File: config.mk
export PLATFORM = sky130hd
export DESIGN_NAME = rptr_empty_fwft_flat
export DESIGN_NICKNAME = d
export VERILOG_FILES = /design/src/rtl/rptr_empty_fwft_if.sv /design/src/rtl/rptr_empty_fwft.sv /design/src/flat_wrapper.sv
export SDC_FILE = /design/constraint.sdc
export NUM_CORES = 1
export LEC_CHECK = 0
export ABC_AREA = 1
export BUFFER_PORTS_ARGS = -buffer_cell sky130_fd_sc_hd__buf_4
export CORE_ASPECT_RATIO = 1.5
export CORE_MARGIN = 2
export CORE_UTILIZATION = 30
export CTS_CLUSTER_DIAMETER = 50
export CTS_CLUSTER_SIZE = 12
export DETAILED_ROUTE_END_ITERATION = 8
export PLACE_DENSITY = 0.6
export RECOVER_POWER = 100
export SETUP_SLACK_MARGIN = 0.5
export SYNTH_ARGS = -nofsm -noshare
export SYNTH_HDL_FRONTEND = slang
export SYNTH_SLANG_ARGS = --single-unit
File: constraint.sdc
create_clock -name rclk -period 1.8 [get_ports rclk]
set_clock_uncertainty 0.05 [all_clocks]
set_input_delay 0.18 -clock rclk [delete_from_list [all_inputs] [get_ports rclk]]
set_output_delay 0.18 -clock rclk [all_outputs]
set_load 0.05 [all_outputs]
File: src/rtl/rptr_empty_fwft_if.sv
`default_nettype none
// ============================================================================
// rptr_empty_fwft_if : read-side FIFO bus (sync pointers, memory port, stream)
// Revision: 1.0
// ============================================================================
interface rptr_empty_fwft_if #(
  parameter int ADDR_SIZE = 3,
  parameter int DATA_SIZE = 8
);
  logic [ADDR_SIZE:0]   wptr;
  logic [ADDR_SIZE:0]   rptr;
  logic [ADDR_SIZE-1:0] raddr;
  logic                 ren;
  logic [DATA_SIZE-1:0] rdata_mem;
  logic                 rempty;
  logic [ADDR_SIZE:0]   rlevel;
  logic                 ralmost_empty;
  logic                 rvalid;
  logic                 rready;
  logic [DATA_SIZE-1:0] rdata;

  modport master (
    input  wptr, rdata_mem, rready,
    output rptr, raddr, ren, rempty, rlevel, ralmost_empty, rvalid, rdata
  );

  modport slave (
    output wptr, rdata_mem, rready,
    input  rptr, raddr, ren, rempty, rlevel, ralmost_empty, rvalid, rdata
  );
endinterface
`default_nettype wire

File: src/rtl/rptr_empty_fwft.sv
`default_nettype none
// ============================================================================
// rptr_empty_fwft : async-FIFO read pointer, empty/level flags, 2-entry FWFT stage
// Revision: 1.0
// ============================================================================
module rptr_empty_fwft #(
  parameter int ADDR_SIZE = 3,
  parameter int DATA_SIZE = 8,
  parameter int AE_THRESH = 1
) (
  input  logic                rclk,
  input  logic                rrst,
  rptr_empty_fwft_if.master   bus
);
  localparam logic [ADDR_SIZE:0] AE_LIM = (ADDR_SIZE + 1)'(AE_THRESH);

  logic [ADDR_SIZE:0]   rq1_wptr;
  logic [ADDR_SIZE:0]   rq2_wptr;
  logic [ADDR_SIZE:0]   rq2_wbin;
  logic [ADDR_SIZE:0]   rbin;
  logic [ADDR_SIZE:0]   rbin_next;
  logic [ADDR_SIZE:0]   rgray_next;
  logic [ADDR_SIZE:0]   rptr;
  logic [ADDR_SIZE:0]   level_next;
  logic [ADDR_SIZE:0]   rlevel;
  logic                 rempty;
  logic                 ralmost_empty;
  logic                 ren;
  logic [1:0]           ocnt;
  logic [1:0]           credit;
  logic                 inflight;
  logic                 pop;
  logic                 head_free;
  logic [DATA_SIZE-1:0] head;
  logic [DATA_SIZE-1:0] tail;

  // Binary bit i is the XOR of all Gray bits at or above i.
  always_comb begin
    rq2_wbin = '0;
    for (int i = 0; i <= ADDR_SIZE; i++) begin
      rq2_wbin[i] = ^(rq2_wptr >> i);
    end
  end

  assign pop        = (ocnt != 2'd0) & bus.rready;
  assign credit     = ocnt + {1'b0, inflight} - {1'b0, pop};
  assign head_free  = ((ocnt - {1'b0, pop}) == 2'd0);
  assign ren        = ~rempty & (credit < 2'd2);
  assign rbin_next  = rbin + {{ADDR_SIZE{1'b0}}, ren};
  assign rgray_next = (rbin_next >> 1) ^ rbin_next;
  assign level_next = rq2_wbin - rbin;

  always_ff @(posedge rclk) begin
    if (rrst) begin
      rq1_wptr      <= '0;
      rq2_wptr      <= '0;
      rbin          <= '0;
      rptr          <= '0;
      rempty        <= 1'b1;
      rlevel        <= '0;
      ralmost_empty <= 1'b1;
      ocnt          <= 2'd0;
      inflight      <= 1'b0;
      head          <= '0;
      tail          <= '0;
    end else begin
      rq1_wptr      <= bus.wptr;
      rq2_wptr      <= rq1_wptr;
      rbin          <= rbin_next;
      rptr          <= rgray_next;
      rempty        <= (rgray_next == rq2_wptr);
      rlevel        <= level_next;
      ralmost_empty <= (level_next <= AE_LIM);
      inflight      <= ren;
      ocnt          <= credit;
      // A pop from a full stage and a capture into the head never coincide.
      if (inflight) begin
        if (head_free) head <= bus.rdata_mem;
        else           tail <= bus.rdata_mem;
      end
      if (pop && (ocnt == 2'd2)) head <= tail;
    end
  end

  assign bus.rptr          = rptr;
  assign bus.raddr         = rbin[ADDR_SIZE-1:0];
  assign bus.ren           = ren;
  assign bus.rempty        = rempty;
  assign bus.rlevel        = rlevel;
  assign bus.ralmost_empty = ralmost_empty;
  assign bus.rvalid        = (ocnt != 2'd0);
  assign bus.rdata         = head;
endmodule
`default_nettype wire

File: src/flat_wrapper.sv
// flat-port wrapper written by rule: the top's interface ports become plain ports
module rptr_empty_fwft_flat 
#(
  parameter int ADDR_SIZE = 3,
  parameter int DATA_SIZE = 8,
  parameter int AE_THRESH = 1
)
  (rclk, rrst, bus_wptr, bus_rdata_mem, bus_rready, bus_rptr, bus_raddr, bus_ren, bus_rempty, bus_rlevel, bus_ralmost_empty, bus_rvalid, bus_rdata);
  rptr_empty_fwft_if #(.ADDR_SIZE(ADDR_SIZE), .DATA_SIZE(DATA_SIZE)) bus_i ();
  input  logic rclk;
  input  logic rrst;
  input wire logic [$bits(bus_i.wptr)-1:0] bus_wptr;
  input wire logic [$bits(bus_i.rdata_mem)-1:0] bus_rdata_mem;
  input wire logic [$bits(bus_i.rready)-1:0] bus_rready;
  output wire logic [$bits(bus_i.rptr)-1:0] bus_rptr;
  output wire logic [$bits(bus_i.raddr)-1:0] bus_raddr;
  output wire logic [$bits(bus_i.ren)-1:0] bus_ren;
  output wire logic [$bits(bus_i.rempty)-1:0] bus_rempty;
  output wire logic [$bits(bus_i.rlevel)-1:0] bus_rlevel;
  output wire logic [$bits(bus_i.ralmost_empty)-1:0] bus_ralmost_empty;
  output wire logic [$bits(bus_i.rvalid)-1:0] bus_rvalid;
  output wire logic [$bits(bus_i.rdata)-1:0] bus_rdata;
  assign bus_i.wptr = bus_wptr;
  assign bus_i.rdata_mem = bus_rdata_mem;
  assign bus_i.rready = bus_rready;
  assign bus_rptr = bus_i.rptr;
  assign bus_raddr = bus_i.raddr;
  assign bus_ren = bus_i.ren;
  assign bus_rempty = bus_i.rempty;
  assign bus_rlevel = bus_i.rlevel;
  assign bus_ralmost_empty = bus_i.ralmost_empty;
  assign bus_rvalid = bus_i.rvalid;
  assign bus_rdata = bus_i.rdata;
  rptr_empty_fwft #(.ADDR_SIZE(ADDR_SIZE), .DATA_SIZE(DATA_SIZE), .AE_THRESH(AE_THRESH)) u_core (.rclk(rclk), .rrst(rrst), .bus(bus_i));
endmodule
== After elaboration in Yosys (flattened, before gate mapping) ==
Index checks and enable logic that the tools add are counted.
Storage, ports and cells
  bits in registers: 41
  input port bits: 15
  output and inout port bits: 23
  logic and storage cells: 39
Operators by class
  add/sub/neg operators: 5
  order comparisons: 2
  equal/unequal tests: 2
  muxes and demuxes: 3
  bitwise logic cells: 5
  reductions and logical operators: 11
Operators by type and width (count)
  2-to-1 mux 8 bit: 3
  parity 4 bit: 4
  nonzero test 2 bit: 3
  adder 4 x 1 -> 4 bit: 1
  equality test 4 bit: 1
  less-or-equal comparator 4 x 1 -> 1 bit, second input constant: 1
  AND reduction 2 bit: 2
  subtractor 2 x 1 -> 2 bit: 2
  subtractor 4 bit: 1
  bitwise XOR 3 x 4 -> 4 bit: 1
  adder 2 x 1 -> 2 bit: 1
  bitwise AND 1 bit: 2
  equality test 2 bit, second input constant: 1
  zero test 2 bit: 1
  less-than comparator 2 bit, second input constant: 1
  NOT 1 bit: 2
  logical AND 1 bit: 1

== Longest topological paths before layout ==
Gate-level depths: netlist of run 1.
  word-level depth: 8
  gate-level depth with buffers: 16
  gate-level depth less buffers: 16

== Worst setup path after synthesis of run 1 ==
Ideal clock, no wire load.
  path kind: flip-flop to flip-flop
  start point: register u_core.ocnt[0]
  end point: register u_core.rempty, in the netlist u_core.bus.rempty
  library setup time: 0.121 ns
  arrival: 2.511 ns
  required time: 1.629 ns
  path slack: -0.883 ns
  stages on the path, launching flop included: 17
  path buffers: 0
  clock period less this slack: 2.683 ns
  path through: dfxtp_1 > inv_2 > nand3_1 > o21ai_0 > ha_1 > xnor2_1 > nor2_1 > ha_1 > nand2_1 > nand2_1 > nand2_1 > nand2_1 > nand2_1 > nand2_1 > nand2_1 > nand3_1 > nand2_1
On the way
  cells in the longest elaborated chain, start to end: 8
  elaborated cells between the ends (all ways): 9
  classes of those cells: add/sub: 3; order compare: 1; eq/ne: 1; bitwise: 3; reduce/logical: 1
RTL lines
  start, declared: line rptr_empty_fwft.sv:29  | logic [1:0] ocnt;
  start signal, assigned: line rptr_empty_fwft.sv:75  | ocnt <= credit;
  parallel branches: the longest is 2 deep, another holds adder 2 x 1 -> 2 bit
  subtractor 2 x 1 -> 2 bit (*): line rptr_empty_fwft.sv:46  | assign credit = ocnt + {1'b0, inflight} - {1'b0, pop};
  less-than comparator 2 bit (*): line rptr_empty_fwft.sv:48  | assign ren = ~rempty & (credit < 2'd2);
  bitwise AND 1 bit (*): line rptr_empty_fwft.sv:48
  named net bus_ren: line flat_wrapper.sv:17  | output wire logic [$bits(bus_i.ren)-1:0] bus_ren;
  adder 4 x 1 -> 4 bit (*): line rptr_empty_fwft.sv:49  | assign rbin_next = rbin + {{ADDR_SIZE{1'b0}}, ren};
  bitwise XOR 3 x 4 -> 4 bit (*): line rptr_empty_fwft.sv:50  | assign rgray_next = (rbin_next >> 1) ^ rbin_next;
  equality test 4 bit (*): line rptr_empty_fwft.sv:71  | rempty <= (rgray_next == rq2_wptr);
  end signal, assigned: line rptr_empty_fwft.sv:71
  end, declared: line rptr_empty_fwft.sv:26  | logic rempty;
Mark *: on every way through the listed nets, which the timed path passes.
A chain may end at the register's enable or synchronous reset.

== Final worst setup path of run 1 ==
  start point: register u_core.rq2_wptr[3]
  end point: register u_core.ralmost_empty, in the netlist u_core.bus.ralmost_empty
On the way
  cells in the longest elaborated chain, start to end: 3
  elaborated cells between the ends (all ways): 6
  classes of those cells: add/sub: 1; order compare: 1; reduce/logical: 4
RTL lines
  start, declared: line rptr_empty_fwft.sv:18  | logic [ADDR_SIZE:0] rq2_wptr;
  start signal, assigned: line rptr_empty_fwft.sv:68  | rq2_wptr <= rq1_wptr;
  parity 4 bit: line rptr_empty_fwft.sv:41  | rq2_wbin[i] = ^(rq2_wptr >> i);
  subtractor 4 bit (*): line rptr_empty_fwft.sv:51  | assign level_next = rq2_wbin - rbin;
  named net u_core.level_next[1]: line rptr_empty_fwft.sv:24  | logic [ADDR_SIZE:0] level_next;
  less-or-equal comparator 4 x 1 -> 1 bit (*): line rptr_empty_fwft.sv:73  | ralmost_empty <= (level_next <= AE_LIM);
  end signal, assigned: line rptr_empty_fwft.sv:73
  end, declared: line rptr_empty_fwft.sv:27  | logic ralmost_empty;
The timed path passes the listed nets; every way through them passes the cells marked *.

==> results.yml, run 1 <==
outcome:
  status: "finished, violations left"
  violations: "setup timing"
cts:
  htree_levels: 2
  cts_hold_buf: 0
  clock_sinks: 40
  cts.path.max_buffers: 2
  root_buffer: "clkbuf_8"
  clk_pin_slew_worst_paths_ns: 0.09
  tritoncts: "done"
  numCtsBuffers: 5
  insertion_delay_ns: 0.30
finish:
  drive_gt1_share_pct: 45.42
  final_cell_mix: "49 x buf_4, 33 x nor2_1, 33 x dfxtp_1, 24 x nand2_1, 22 x inv_1"
  nets: 294
  antenna_cells: 0
  multi_input_area_um2: 949.7
  nFillCells: 555
  syn_to_final_growth_pct: 54.40
  final_common_cell: "buf_4"
  seq_area_um2: 814.5
hold_path:
  hold_class: "in -> reg"
timing:
  tns_ns: -0.6131
  final-hold-violation-count: 0
  layout_setup_ws_ns: -0.1687
  setup_violations: 8
  rsz0062_at_grt: "yes"
  period_needed_ns: 1.969
  max_freq_mhz: 507.9
  tightest_slew_ns: 0.3432
  fin_crit_sh_pct: 109.4
  timing.final.max_slew_violations: 0
  relSlewSlack_pct: 77.12
  whs_ns: 0.02987
power:
  p_leak_nw: 1.153
  p_int_mw: 2.041
  p_seq_share_pct: 32.7
  p_comb_share_pct: 45.2
  clockPowerShare_pct: 22.1
  switching_share_pct: 40.52
  netSwitchingPower_mw: 1.390
  irDropWorstVdd_mv: 0.7048
  power.density_mw_per_mm2: 1347
critical_path:
  ff2ff_path_depth: 10
  crit_path_end_kind: "flop"
  cp-startpoint: "u_core.rq2_wptr[3]"
  r2r_end: "u_core.bus.ralmost_empty"
  critPathRequiredTime_ns: 1.94
  cp_max_fo: 2
  crit_path_end: "u_core.bus.ralmost_empty"
  critPathArrivalTime_ns: 2.11
  start_kind: "flop"
  rrSetupSlack_ns: -0.17
  reg2reg_from: "u_core.rq2_wptr[3]"
  worstSetupPathType: "reg -> reg"
logic_synthesis:
  synth_edf_count: 0
  ys_types: 21
  yosysSeqAreaShare_pct: 48.56
  syn_inst: 211
  synth_warnings: 0
  synth_nets: 233
  netlist_area_mm2: 0.001649
  synth-seq-cells: 40
  ys.flop_type: "dfxtp_1"
  syn_area_per_cell_um2: 7.816
  async_flop_share_pct: 0
detailed_routing:
  viasPerCell: 4.475
  vias: 1535
  drt-initial-drc-count: 29
  drc: 0
  wl_um: 3773
  ant_nets: 0
  firstDrtPassIters: 4
  wl_per_cell_um: 11.00
place:
  dp_hpwl_um: 2627
  routabilityCongestion: 0.7836
  port_buffers: 37
floorplan:
  initial_core_util_pct: 30.72
  fp.dieW_um: 64.54
  die_h_um: 94.81
  ios: 38
  core.rowCount: 33
  fp.coreArea_mm2: 0.005368
  dieArea_mm2: 0.006118
global_route:
  use_met1_pct: 12.89
  grt_antenna_before_repair: 0
  grt_util_met2_pct: 24.13
  grt_max_degree: 31
  grt_pass1_vias: 1349
  busiest_layer: "met2"
  grt_overflow: 0
  grt_use_total_pct: 12.62
  grt_use_met3_pct: 2.980
  grt_pass1_wl_um: 5940
run:
  drv_cap: 0
cell families after synthesis:
family	after synthesis	share of synthesized area [%]
flip-flops	40	48.56
adder cells (fa/ha/maj)	7	5.766
AND/OR/NAND/NOR	91	22.08
buffers and inverters	34	7.815
XOR/XNOR	7	4.629
AO/OA/AOI/OAI	32	11.15
worst min-delay path by stage:
| stage | from | to | slack, ns | cells after the start |
|---|---|---|---|---|
| 2_1_floorplan | bus_wptr[0] | u_core.rq1_wptr[0] | 0.24 | 2 |
| 3_3_place_gp | u_core.rq1_wptr[2] | u_core.rq2_wptr[2] | 0.34 | 2 |
| 3_5_place_dp | bus_wptr[1] | u_core.rq1_wptr[1] | 0.34 | 3 |
| 4_1_cts | bus_wptr[0] | u_core.rq1_wptr[0] | 0.03 | 3 |
| 5_1_grt | bus_wptr[1] | u_core.rq1_wptr[1] | 0.04 | 3 |
| 6_report | bus_wptr[0] | u_core.rq1_wptr[0] | 0.03 | 3 |
layout make-up:
class                      instances  area share (%)
clock buffer                       5           2.703
tap                               70           3.440
sequential                        40           31.99
clock inverter                     3           1.818
multi-input combinational        138           37.30
timing repair buffer              57           18.13
inverter                          30           4.619
registers in the layout, summed over array words and instances (netlist names), 2 cells and up:
register / flops
u_core.bus.rdata: 8
u_core.tail: 8
u_core.bus.rlevel: 4
u_core.bus.rptr: 4
u_core.rq1_wptr: 4
u_core.rq2_wptr: 4
u_core.rbin: 3
u_core.ocnt: 2
power groups by stage:
stage / clock network [mW] / registers, mW / logic, mW
6_report: 0.757 / 1.12 / 1.55
3_5_place_dp: 0 / 1.13 / 1.31
3_3_place_gp: 0 / 1.13 / 1.30
2_1_floorplan: 0 / 1.49 / 0.545
5_1_grt: 0.803 / 1.14 / 1.67
4_1_cts: 0.778 / 1.11 / 1.45
layer usage:
layer	up-vias	wire length, um
li1	784	-
met1	723	1460
met2	23	2109
met3	5	130
met4	0	72
met5	-	0
stage by stage:
step	cells	worst slack, ns	instance area, um^2	utilization (%)	power [mW]
detailed placement	329	-0.2219	2186	40.72	2.439
global placement	329	-0.1707	2186	40.72	2.428
finish	343	-0.1687	2546	47.44	3.430
global route	343	-0.2854	2546	47.44	3.619
floorplan	211	-0.2981	1724	-	2.036
CTS	339	-0.1966	2416	45.01	3.340
Yosys cell counts, types with 2 or more instances:
| cell type | instances | share of area (%) |
|---|---|---|
| nand2_1 | 41 | 9.3 |
| dfxtp_1 | 40 | 49 |
| nor2_1 | 35 | 8.0 |
| inv_1 | 28 | 6.4 |
| a21oi_1 | 13 | 3.9 |
| nand3_1 | 11 | 3.3 |
| o21ai_0 | 10 | 3.0 |
| a22oi_1 | 8 | 3.6 |
| ha_1 | 6 | 4.6 |
| xnor2_1 | 3 | 1.6 |
| clkbuf_1 | 2 | 0.46 |
| inv_2 | 2 | 0.46 |
| nor2_2 | 2 | 0.76 |
| xor2_1 | 2 | 1.1 |
| xor2_2 | 2 | 2.0 |
worst max-delay path: stages, from the launching register on:
cell	delay (ns)
dfxtp_4	0.37
xor2_4	0.19
xor2_2	0.15
xor2_1	0.15
inv_1	0.09
ha_4	0.13
inv_2	0.04
fa_2	0.52
inv_2	0.04
a21oi_2	0.10
nor2_1	0.05
repair_timing:
item	CTS	global route
endpoints found under the setup margin	31	35
pin swaps	10	26
endpoints found under the hold margin	0	0
resized for setup	29	29
buffers inserted	2	3
cloned	0	1
No activity file was read; power rests on OpenSTA's default activity.
==> run 2, diff against run 1 <==
--- a/config.mk
+++ b/config.mk
@@ -8,7 +8,6 @@
 export ABC_AREA = 1
 export BUFFER_PORTS_ARGS = -buffer_cell sky130_fd_sc_hd__buf_4
 export CORE_ASPECT_RATIO = 1.5
-export CORE_MARGIN = 2
 export CORE_UTILIZATION = 30
 export CTS_CLUSTER_DIAMETER = 50
 export CTS_CLUSTER_SIZE = 12
@@ -19,3 +18,4 @@
 export SYNTH_ARGS = -nofsm -noshare
 export SYNTH_HDL_FRONTEND = slang
 export SYNTH_SLANG_ARGS = --single-unit
+export TNS_END_PERCENT = 5
==> results.yml, run 2 (synthesized netlist as in run 1, its figures left out) <==
timing:
  rsz0062_at_grt: "yes"
  fin_crit_sh_pct: 109.9
  tns_ns: -0.6328
  relSlewSlack_pct: 57.87
  max_freq_mhz: 505.4
  tightest_slew_ns: 0.6254
  final-hold-violation-count: 0
  layout_setup_ws_ns: -0.1785
  period_needed_ns: 1.978
  timing.final.max_slew_violations: 0
  setup_violations: 8
critical_path:
  crit_path_end_kind: "flop"
  critPathSlowestCell: "fa_2"
  timing.critical_path.buf_inv: 3
  critPathArrivalTime_ns: 2.12
  critPathRequiredTime_ns: 1.94
  cp_max_fo: 2
  worstSetupPathType: "reg -> reg"
  cpPeakStageDelay_ns: 0.52
  crit_chain: "xor2_2 > xor2_2 > xor2_1 > inv_1 > ha_4 > inv_2 > fa_2 > inv_2 > a21oi_2 > nor2_1"
  cp_top_family: "adder cells"
  start_kind: "flop"
place:
  place_inst: 332
  dpl_cell_area_mm2: 0.002176
  routabilityCongestion: 0.7591
  port_buffers: 37
  dp_hpwl_um: 2649
floorplan:
  dieArea_mm2: 0.005804
  initial_core_util_pct: 31.68
  fp.coreArea_mm2: 0.005205
  die_h_um: 92.81
  ios: 38
  core.rowCount: 32
  fp.dieW_um: 62.54
detailed_routing:
  firstDrtPassIters: 4
  ant_nets: 0
  drt-initial-drc-count: 19
  vias: 1525
  drc: 0
  viasPerCell: 4.459
  wl_um: 3686
  wl_per_cell_um: 10.78
global_route:
  grt_antenna_before_repair: 0
  grt_use_total_pct: 13.16
  grt_overflow: 0
  grt_pass1_vias: 1406
  grt_pass1_wl_um: 5899
  grt_max_degree: 31
power:
  netSwitchingPower_mw: 1.298
  power.density_mw_per_mm2: 1388
  p_seq_share_pct: 34.4
  switching_share_pct: 40.62
  irDropWorstVdd_mv: 0.7733
  p_comb_share_pct: 42.0
  clockPowerShare_pct: 23.6
  p_leak_nw: 1.029
  p_int_mw: 1.898
finish:
  drive_gt1_share_pct: 27.74
  stdcell_count: 342
  final_cell_mix: "36 x dfxtp_1, 35 x nand2_1, 34 x nor2_1, 33 x buf_4, 24 x inv_1"
  nets: 295
  syn_to_final_growth_pct: 39.61
  antenna_cells: 0
  nFillCells: 574
  stdcell_area_mm2: 0.002302
  final_common_cell: "dfxtp_1"
cts:
  cts.path.max_buffers: 2
  clk_pin_slew_worst_paths_ns: 0.08
  clock_sinks: 40
  numCtsBuffers: 5
  insertion_delay_ns: 0.30
  tritoncts: "done"
  htree_levels: 2
  root_buffer: "clkbuf_8"
hold_path:
  hold_class: "in -> reg"
outcome:
  status: "finished, violations left"
  violations: "setup timing"
run:
  drv_cap: 0
[run 2: changes by cell type in the layout (fill, tap and decap cells not counted), sizes merged]
cell / before / now
nor2: 38 / 37
buf: 57 / 36
clkbuf: 5 / 28
[run 2: final cells by class]
class | count | area [um^2] | area share, %
Sequential cell | 40 | 805.8 | 35.00
Multi-Input combinational cell | 137 | 805.8 | 35.00
Timing Repair Buffer | 59 | 375.4 | 16.30
Inverter | 30 | 115.1 | 5.000
Tap cell | 68 | 85.08 | 3.696
Clock buffer | 5 | 68.82 | 2.989
Clock inverter | 3 | 46.29 | 2.011
[run 2: through the flow]
stage          total power [mW]  hold slack, ns  utilization [%]  worst slack, ns
3_3_place_gp              2.433          0.3382            41.80          -0.1342
6_report                  3.196         0.03131            44.23          -0.1785
3_5_place_dp              2.440          0.3415            41.80          -0.1842
4_1_cts                   3.268         0.02357            45.07          -0.1704
2_1_floorplan             1.981          0.2370                -          -0.3558
5_1_grt                   3.377         0.03709            44.23          -0.2849
[run 2: path summary, 6_finish.rpt]
path	from	end	slack, ns	depth (start not counted)
setup reg to reg	u_core.rq2_wptr[2]	u_core.bus.ralmost_empty	-0.18	10
setup / recovery	u_core.rq2_wptr[2]	u_core.bus.ralmost_empty	-0.18	10
hold / removal	bus_wptr[2]	u_core.rq1_wptr[2]	0.03	3
hold reg to reg	u_core.rq1_wptr[0]	u_core.rq2_wptr[0]	0.36	2
[run 2: power groups by stage]
stage	registers, mW	clock network, mW	logic, mW
detailed placement	1.12	0	1.32
global placement	1.12	0	1.31
CTS	1.10	0.782	1.39
global route	1.11	0.812	1.45
floorplan	1.48	0	0.498
finish	1.10	0.753	1.34
[run 2: repair_timing]
| action | CTS | global route |
|---|---|---|
| resized for setup | 17 | 14 |
| hold buffers | 0 | 0 |
| gates cloned | 0 | 0 |
| buffers inserted | 1 | 1 |
| pin swaps | 21 | 19 |
| setup endpoints to repair | 31 | 33 |
| hold endpoints to repair | 0 | 0 |
[run 2: per-layer routing]
layer / routed length [um] / track usage (%)
met2: 1981 / 24.73
met3: 166 / 3.448
met4: 89 / 9.109
met1: 1449 / 12.08
met5: 0 / 0
[run 2: worst min-delay path: cells and delay by family]
kind                   cells  cell delay (ns)
and+or+nand+nor            1             0.06
buffers and inverters      2             0.11
==> run 3, diff against run 2 <==
--- a/config.mk
+++ b/config.mk
@@ -12,7 +12,7 @@
 export CTS_CLUSTER_DIAMETER = 50
 export CTS_CLUSTER_SIZE = 12
 export DETAILED_ROUTE_END_ITERATION = 8
-export PLACE_DENSITY = 0.6
+export PLACE_DENSITY_LB_ADDON = 0.25
 export RECOVER_POWER = 100
 export SETUP_SLACK_MARGIN = 0.5
 export SYNTH_ARGS = -nofsm -noshare
==> constraint.sdc (replaced) <==
create_clock -name rclk -period 2.5 [get_ports rclk]
set_clock_uncertainty 0.05 [all_clocks]
set_input_delay 0.25 -clock rclk [delete_from_list [all_inputs] [get_ports rclk]]
set_output_delay 0.25 -clock rclk [all_outputs]
set_load 0.05 [all_outputs]
==> results.yml, run 3 (synthesized netlist as in run 1, its figures left out) <==
timing:
  relSlewSlack_pct: 13.08
  setup_violations: 0
  timing.final.max_slew_violations: 0
  final-hold-violation-count: 0
  layout_setup_ws_ns: 0.3401
  fin_crit_sh_pct: 86.39
  max_freq_mhz: 463.0
  tns_ns: 0
  tightest_slew_ns: 1.304
  period_needed_ns: 2.160
  rsz0062_at_grt: "yes"
critical_path:
  worstSetupPathType: "reg -> reg"
  critPathRequiredTime_ns: 2.68
  ff2ff_path_depth: 10
  reg2reg_from: "u_core.rq2_wptr[3]"
  critPathArrivalTime_ns: 2.34
  cp_max_fo: 2
  cp-startpoint: "u_core.rq2_wptr[3]"
  crit_path_end_kind: "flop"
  start_kind: "flop"
cts:
  insertion_delay_ns: 0.29
  numCtsBuffers: 5
  clk_pin_slew_worst_paths_ns: 0.08
  htree_levels: 2
  root_buffer: "clkbuf_8"
  clock_sinks: 40
  cts.path.max_buffers: 2
  tritoncts: "done"
  cts_hold_buf: 0
global_route:
  grt_pass1_vias: 1366
  grt_use_met3_pct: 4.064
  grt_util_met2_pct: 24.91
  grt_max_degree: 31
  grt_use_total_pct: 13.11
  grt_pass1_wl_um: 5940
  use_met1_pct: 12.99
  busiest_layer: "met2"
  grt_antenna_before_repair: 0
  grt_overflow: 0
place:
  dp_hpwl_um: 2519
  port_buffers: 37
  routabilityCongestion: 0.6947
  place_ws_ns: 0.3800
  place_inst: 312
hold_path:
  min-delay-start: "bus_wptr[2]"
  hold_class: "in -> reg"
  min_path_cells: 3
floorplan:
  die_h_um: 92.81
  fp.dieW_um: 62.54
  core.rowCount: 32
  fp.coreArea_mm2: 0.005205
  initial_core_util_pct: 31.68
  dieArea_mm2: 0.005804
  ios: 38
finish:
  final_common_cell: "dfxtp_1"
  nFillCells: 575
  drive_gt1_share_pct: 21.40
  antenna_cells: 0
  utilization_pct: 42.57
  nets: 278
  final_cell_mix: "38 x dfxtp_1, 35 x nor2_1, 31 x nand2_1, 27 x inv_1, 23 x clkbuf_1"
  stdcell_count: 325
  syn_to_final_growth_pct: 34.37
power:
  p_leak_nw: 0.9627
  irDropWorstVdd_mv: 0.4672
  power.density_mw_per_mm2: 1006
detailed_routing:
  ant_nets: 0
  viasPerCell: 4.468
  wl_per_cell_um: 11.24
  drc: 0
  wl_um: 3654
  drt-initial-drc-count: 59
  vias: 1452
  firstDrtPassIters: 4
outcome:
  status: "finished clean"
run:
  drv_cap: 0
-- run 3: routing by layer --
metal  share of wire (%)  routed length (um)
met2                  54                1958
met1                  40                1449
met3                 4.7                 173
met5                   0                   0
met4                 2.0                  72
-- run 3: timing repair --
| item | in CTS | in global routing |
|---|---|---|
| setup endpoints to repair | 2 | 5 |
| pin swaps | 5 | 18 |
| resized for setup | 12 | 29 |
| setup buffers | 2 | 3 |
| hold endpoints to repair | 0 | 0 |
-- run 3: stage by stage --
stage	cell area [um^2]	hold slack [ns]	total power, mW
after floorplan	1679	0.3070	1.426
after global placement	2026	0.3396	1.661
after detailed placement	2026	0.3459	1.663
after CTS	2227	0.1018	2.282
after global routing	2216	0.1031	2.369
final	2216	0.1049	2.230
-- run 3: worst paths after layout --
path / slack [ns] / to
setup / recovery: 0.34 / u_core.bus.ralmost_empty
hold / removal: 0.10 / u_core.rq1_wptr[2]
setup reg to reg: 0.34 / u_core.bus.ralmost_empty
hold reg to reg: 0.36 / u_core.rq2_wptr[0]
-- run 3: worst max-delay path: stages, from the launching register on --
cell     delay (ns)
dfxtp_1        0.46
xor2_4         0.18
xor2_1         0.24
xor2_1         0.10
inv_1          0.07
ha_2           0.16
inv_2          0.04
fa_2           0.32
xnor2_1        0.25
a21oi_2        0.10
nor2_1         0.13
-- run 3: final cells by class --
cell class / instances / area, um^2 / area share [%]
clock buffer: 7 / 96.34 / 4.348
clock inverter: 1 / 30.03 / 1.355
inverter: 30 / 115.1 / 5.195
multi-input combinational: 137 / 854.6 / 38.57
sequential: 40 / 805.8 / 36.36
tap: 68 / 85.08 / 3.840
timing repair buffer: 42 / 229.0 / 10.33
-- run 3: where the power goes --
| part | switching (mW) | total, mW | internal (mW) |
|---|---|---|---|
| registers | 0.0619 | 0.797 | 0.735 |
| logic | 0.620 | 0.854 | 0.234 |
| clock network | 0.226 | 0.579 | 0.352 |
| total | 0.909 | 2.23 | 1.32 |
